<file path="src/rtl/mode_counter_pkg.sv">
`default_nettype none
// ============================================================================
// Module   : mode_counter_pkg
// Purpose  : Shared end-of-range mode encodings for the mode counter.
// Revision : 1.0
// ============================================================================
package mode_counter_pkg;

    typedef enum logic [1:0] {
        MODE_WRAP     = 2'b00,
        MODE_SAT      = 2'b01,
        MODE_ONESHOT  = 2'b10,
        MODE_RESERVED = 2'b11
    } mode_e;

endpackage : mode_counter_pkg
`default_nettype wire

</file>
<file path="src/rtl/mc_next.sv">
`default_nettype none
// ============================================================================
// Module   : mc_next
// Purpose  : Next-count logic: load clamp, direction, terminal detect, wrap/sat.
// Revision : 1.0
// ============================================================================
module mc_next
    import mode_counter_pkg::*;
#(
    parameter int WIDTH   = 4,
    parameter int MODULUS = 16
) (
    input  logic [WIDTH-1:0] q,
    input  logic             done,
    input  logic             en,
    input  logic             up,
    input  logic [1:0]       mode,
    input  logic             load,
    input  logic [WIDTH-1:0] din,
    output logic [WIDTH-1:0] q_next,
    output logic             done_next,
    output logic             tc
);

    localparam logic [WIDTH-1:0] C_MAX = WIDTH'(MODULUS - 1);

    logic [WIDTH-1:0] w_term;
    logic             w_at_term;
    logic [WIDTH-1:0] w_din_clamped;
    logic             w_oneshot_stalled;
    mode_e            w_mode;

    assign w_mode            = mode_e'(mode);
    assign w_term            = up ? C_MAX : '0;
    assign w_at_term         = (q == w_term);
    assign tc                = en & w_at_term;
    assign w_din_clamped     = (32'(din) >= MODULUS) ? C_MAX : din;
    // A finished one-shot only freezes the count while ONESHOT is still selected.
    assign w_oneshot_stalled = done && (w_mode == MODE_ONESHOT);

    always_comb begin
        q_next    = q;
        done_next = done;
        if (load) begin
            q_next    = w_din_clamped;
            done_next = 1'b0;
        end else if (en && !w_oneshot_stalled) begin
            if (!w_at_term) begin
                q_next = up ? (q + WIDTH'(1)) : (q - WIDTH'(1));
            end else begin
                case (w_mode)
                    MODE_SAT:     q_next    = q;
                    MODE_ONESHOT: done_next = 1'b1;
                    default:      q_next    = up ? '0 : C_MAX;
                endcase
            end
        end
    end

endmodule : mc_next
`default_nettype wire

</file>
<file path="src/rtl/mode_counter.sv">
`default_nettype none
// ============================================================================
// Module   : mode_counter
// Purpose  : Modulo up/down counter with wrap, saturate and one-shot modes.
// Revision : 1.0
// ============================================================================
module mode_counter
    import mode_counter_pkg::*;
#(
    parameter int WIDTH   = 4,
    parameter int MODULUS = 16
) (
    input  logic             ck,
    input  logic             rst,
    input  logic             en,
    input  logic             up,
    input  logic [1:0]       mode,
    input  logic             load,
    input  logic [WIDTH-1:0] din,
    output logic [WIDTH-1:0] Q,
    output logic [WIDTH-1:0] Qb,
    output logic             tc,
    output logic             done
);

    logic [WIDTH-1:0] r_q;
    logic             r_done;
    logic [WIDTH-1:0] w_q_next;
    logic             w_done_next;

    mc_next #(
        .WIDTH   (WIDTH),
        .MODULUS (MODULUS)
    ) u_mc_next (
        .q         (r_q),
        .done      (r_done),
        .en        (en),
        .up        (up),
        .mode      (mode),
        .load      (load),
        .din       (din),
        .q_next    (w_q_next),
        .done_next (w_done_next),
        .tc        (tc)
    );

    always_ff @(posedge ck) begin
        if (rst) begin
            r_q    <= '0;
            r_done <= 1'b0;
        end else begin
            r_q    <= w_q_next;
            r_done <= w_done_next;
        end
    end

    assign Q    = r_q;
    assign Qb   = ~r_q;
    assign done = r_done;

endmodule : mode_counter
`default_nettype wire

</file>
<file path="config.mk">
export PLATFORM = sky130hd
export DESIGN_NAME = mode_counter
export DESIGN_NICKNAME = d
export VERILOG_FILES = /design/src/rtl/mode_counter_pkg.sv /design/src/rtl/mc_next.sv /design/src/rtl/mode_counter.sv
export SDC_FILE = /design/constraint.sdc
export NUM_CORES = 1
export LEC_CHECK = 0
export BUFFER_PORTS_ARGS = -buffer_cell sky130_fd_sc_hd__buf_2
export CORE_AREA = 2 2 39 41
export DETAILED_ROUTE_END_ITERATION = 8
export DIE_AREA = 0 0 41 43
export GPL_TIMING_DRIVEN = 0
export HOLD_SLACK_MARGIN = 0.06
export PLACE_DENSITY_LB_ADDON = 0.1
export REMOVE_ABC_BUFFERS = 1
export SYNTH_ARGS = -nofsm -noshare
export SYNTH_HDL_FRONTEND = slang
export SYNTH_SLANG_ARGS = --single-unit
</file>
<file path="constraint.sdc">
create_clock -name ck -period 1.5 [get_ports ck]
set_input_delay 0.3 -clock ck [delete_from_list [all_inputs] [get_ports ck]]
set_output_delay 0.3 -clock ck [all_outputs]
set_load 0.01 [all_outputs]
</file>
Yosys cells after proc, flatten, opt, wreduce, memory -nomap -nowiden:

Index checks and enable logic that the tools add are counted.

* register bits after elaboration: 5
* input port bits: 11
* logic and storage cells: 25

* $add $sub $neg: 2
* eq/ne operators: 4
* mux-type cells: 7
* bitwise gates (word level): 2
* reductions and logical operators: 8

Operator list (count)
* 4-bit two-way mux: 7
* 4-bit by 1-bit adder with 4-bit output, second input constant: 1
* 4-bit == test: 1
* 4-bit NOT: 1
* 2-bit OR reduction: 2
* 4-bit by 1-bit subtractor with 4-bit output, second input constant: 1
* 3-bit != test, second input constant: 1
* 3-bit AND reduction: 1
* 2-bit by 1-bit == test with 1-bit output, second input constant: 1
* 2-bit == test, second input constant: 1
* 1-bit logical AND: 2
* 2-bit AND reduction: 1
* 2-bit nonzero test: 1
* 1-bit bitwise AND: 1
* 1-bit logical NOT: 1

Depth between registers and ports, before layout:

* depth in word-level cells: 6
* mapped depth: 7
* gate-level depth less buffers: 7

Modules after synthesis:

From an unflattened synthesis, not the netlist that was laid out.

* cells, all modules: 64
* area total of the unflattened synthesis: 543.0 um2

By module, submodules not included
* mc_next: instances 1, cells an instance 50, area an instance 396.6 um2, seq. area each 0.0 um2
* mode_counter: instances 1, cells an instance 14, area an instance 146.4 um2, seq. area each 100.1 um2

Worst setup path before layout:

No wires, ideal clock.

* path kind: register -> register
* start: reg r_q[1] (netlist: Q[1])
* end: reg r_q[3] (netlist: Q[3])
* setup time: 86 ps
* arrival time: 1542 ps
* required time: 1414 ps
* path slack: -129 ps
* stages on the path, launching flop included: 7
* path through: dfxtp_1 ha_1 a21o_1 a21oi_1 xnor2_1 o21ai_1 a221oi_2

* longest elaborated chain between the ends: 5
* elaborated cells on any way between the ends: 9
* classes of those cells: 2 x add/sub; 2 x eq/ne; 4 x mux; 1 x reduce/logical

Ends and longest elaborated chain
* from (decl): RTL line mode_counter.sv:26 `logic [WIDTH-1:0] r_q;`
* from (signal assigned): RTL line mode_counter.sv:52 `r_q <= w_q_next;`
* 4-bit by 1-bit subtractor with 4-bit output or 4-bit by 1-bit adder with 4-bit output (tied branches): RTL line mc_next.sv:49 `q_next = up ? (q + WIDTH'(1)) : (q - WIDTH'(1));`
* 4-bit two-way mux: RTL line mc_next.sv:49
* 4-bit two-way mux: RTL line mc_next.sv:48 `if (!w_at_term) begin`
* 4-bit two-way mux: RTL line mc_next.sv:47 `end else if (en && !w_oneshot_stalled) begin`
* 4-bit two-way mux: RTL line mc_next.sv:44 `if (load) begin`

Parallel ways exist; a longest one is shown, timed or not. The select of a mux whose other input is x is not followed.
A chain may end at the register's enable or synchronous reset.

Final worst setup path:

* start: reg r_q[0] (netlist: Q[0])
* end: out tc

* longest elaborated chain between the ends: 2

Ends and longest elaborated chain
* 4-bit == test: RTL line mc_next.sv:35 `assign w_at_term = (q == w_term);`
* 1-bit bitwise AND: RTL line mc_next.sv:36 `assign tc = en & w_at_term;`
* to (decl): RTL line mode_counter.sv:22 `output logic tc,`

No other way between the ends.

==> metrics.md <==
| Metric | Value |
|---|---|
| Final Hold Fails | 0 |
| Setup crit start kind | flop |
| Hold Startpoint | rst |
| Vias | ~500 |
| Area share of the largest cell type after synthesis | a little over a fifth |
| Crit path max fanout | 4 |
| Worst EP required | between 1 and 1.5 ns |
| Total wire length | around 1.3 mm |
| Critical Path End Type | output pin |
| Synth Area in Compound Gates | between 30 and 40% |
| Commonest non-fill, non-tap cell in the layout | buf_2 |
| Slew margin rel. | between 80% and 90% |
| Leak | 0.000346 µW |
| Number of synthesized register bits | 5 |
| Reg clk slew, reported paths | ~0.040 ns |
| Crit path cell chain | and3_4 > o211a_4 > and2_4 > buf_6 |
| Most frequent cells in the layout | 18 x buf_2, 10 x inv_1, 6 x buf_4 |
| I/O pin count | 21 |
| Max Slew Vio Count | 0 |
| Warnings, synthesis | 0 |
| Mux contribution to synthesized area | about 2.1% |
| First-pass GRT wire length | around 2.1 mm |
| Share of cells above drive strength 1 | 51.2% |
| Final Wtd Congestion | between 0.7 and 0.8 |
| Initial core utilization | 33.7% |
| Largest net degree at the start of global routing | 10 |
| Final core utilization | 51.4% |
| Post-synthesis instance area | around 470 µm² |
| Final nets | 100 |
| Final setup vio count | 1 |
| Max Cap Viol | 0 |
| Failing checks | setup timing |
| Combinational family with the most area after synthesis | compound AO/OA/AOI/OAI gates |
| Non-filler cells, final | 100 |
| Worst slew pin tran | around 0.22 ns |
| Synth Area in Adders | between 10% and 20% |
| RR Startpoint | Q[0] |
| Post-route cell area | between 700 and 800 µm² |
| I/O Buffers | 20 |
| Hold Path Stages | 2 |
| Syn Area/Cell | 8.33 µm² |
| Setup WS post-layout | -0.0636 ns |
| Cell total after placement | 91 |
| CORE AREA | about 1400 µm² |
| Worst setup path startpoint | Q[0] |
| CTS max path bufs | 2 |
| Via density per instance | 4.97 |
| Clock Sinks | 5 |
| Die area | between 1500 and 2000 µm² |
| Setup_tns | -0.0636 ns |
| Clk root buf | clkbuf_4 |
| Post-synthesis xor/xnor area fraction | under 10% |
| Max IR drop VDD | approximately 0.33 mV |
| Post-detail-place hpwl | a little under 900 µm |
| Worst path depth | 4 |
| Power density over cell area | between 700 and 800 nW/µm² |
| Placement Cell Area | 583 µm² |
| Antenna violations before repair | 0 |
| Drt first pass iters | 4 |
| Crit path max-delay family | flip-flops |
| Inserted Clock Buffers | 3 |
| Hold_ws | 0.288 ns |
| Area grow syn2layout | 52.5% |
| Worst path slowest cell | dfxtp_4 |
| Cell count after synthesis | 56 |
| Cell Rows | 14 |
| Critical path class | flop to output pin |
| Tmin final | roughly 1.6 ns |
| Clk_lat worst skew | ~0.24 ns |
| Number of DRC markers in iteration 0 | 5 |
| Die height | 43 µm |
| CTS tree | done |
| Chip Width | 41 µm |
| Wire per inst | between 10 and 15 µm |
| DRC errors left | 0 |
| Sequential share of the synthesized area | 21.4% |
| Final period utilization | 104% |
| Crit path largest cell delay | roughly 0.35 ns |
| Worst Path Arrival | roughly 1.3 ns |
| Largest cells by area after synthesis | dfxtp_1 21%, inv_1 8.8%, ha_1 8.0%, a21oi_1 6.4%, a21o_1 4.8% |
| GRT Residual Overflow | 0 |
| Hold Path Class | input pin to flop |
| Cell type with the largest total area after synthesis | dfxtp_1 |
| Overall routing resource usage | roughly 18% |
| H-tree depth | 1 |
| R2R cell count | 6 |
| Antenna fix cells | 0 |
| RSZ-0062 raised after global routing | true |
| Post-route ant nets | 0 |
| Clock skew | 0.00419 ns |
| Max Clock Freq | 0.640 GHz |
| Simple-gate share of the synthesized area | approximately 12% |
| Status | finished, violations left |
| Worst path buffer plus inverter count | 1 |
| Yosys cell types | 27 |
| Vias in the first global route | just over 500 |
==> synthesized netlist by cell type, drive strengths merged <==
library cell / instances
nand2b: 1
nand3: 2
xnor2: 2
o211ai: 2
o211a: 1
a21oi: 6
o311a: 1
mux2i: 1
a21o: 3
dfxtp: 5
a31oi: 1
and2: 1
o21ai: 3
inv: 11
fa: 1
o21a: 2
a221oi: 1
clkbuf: 1
and3: 1
o31ai: 1
ha: 3
nor2: 2
a21boi: 2
nor3: 2
==> kinds of logic after synthesis <==
kind of cell | Yosys count
flops | 5
fa+ha+maj | 4
compound gates | 23
buf+inv | 12
mux | 1
xor+xnor | 2
simple gates | 9
==> final cells by class <==
| type | instances | area, µm² |
|---|---|---|
| Multi-Input combinational cell | 39 | 365 |
| Sequential cell | 5 | 113 |
| Clock buffer | 4 | 26.3 |
| Fill cell | 135 | 672 |
| Inverter | 11 | 41.3 |
| Tap cell | 16 | 20.0 |
| Timing Repair Buffer | 25 | 146 |
==> flip-flops by register name, summed over array words and instances, names as in the netlist <==
register and flops:
done 1, Q 4
==> power breakdown <==
part           total, µW  switching, µW  internal [µW]
registers            163           18.3            145
logic                221            110            111
clock network        153           52.4            100
total                538            181            357
==> what timing repair did <==
action                     4_1_cts  5_1_grt
resized for setup               15        2
setup endpoints to repair        2        4
buffers inserted                 5        0
hold buffers                     0        0
pin swaps                        6        4
==> routing by layer <==
metal / share of wire (%) / vias up / global-route usage [%]
li1: - / 258 / -
met1: 43 / 225 / 22.0
met2: 53 / 12 / 27.5
met3: 3.2 / 2 / 3.14
met4: 0.63 / 0 / 12.0
met5: 0 / - / 0
==> path summary, 6_finish.rpt <==
| kind | to | slack (ns) |
|---|---|---|
| worst min-delay path | Q[3] | 0.29 |
| worst max register to register | Q[1] | 0.01 |
| worst min register to register | done | 0.53 |
| worst max-delay path | tc | -0.06 |
==> through the flow <==
| stage | setup WS, ns | total power (µW) |
|---|---|---|
| final | -0.0636 | 538 |
| after global routing | -0.114 | 584 |
| after CTS | -0.0714 | 541 |
| after detailed placement | -0.446 | 339 |
| after global placement | -0.438 | 340 |
| after floorplan | -0.129 | 278 |
==> worst reg2reg max path: stages, from the launching register on <==
cell and delay (ns):
dfxtp_4 0.35, and3_4 0.17, buf_4 0.13, a21o_1 0.18
a31oi_2 0.25, o21ai_0 0.14, o311a_1 0.14
Power figures use the tool's default switching activity.
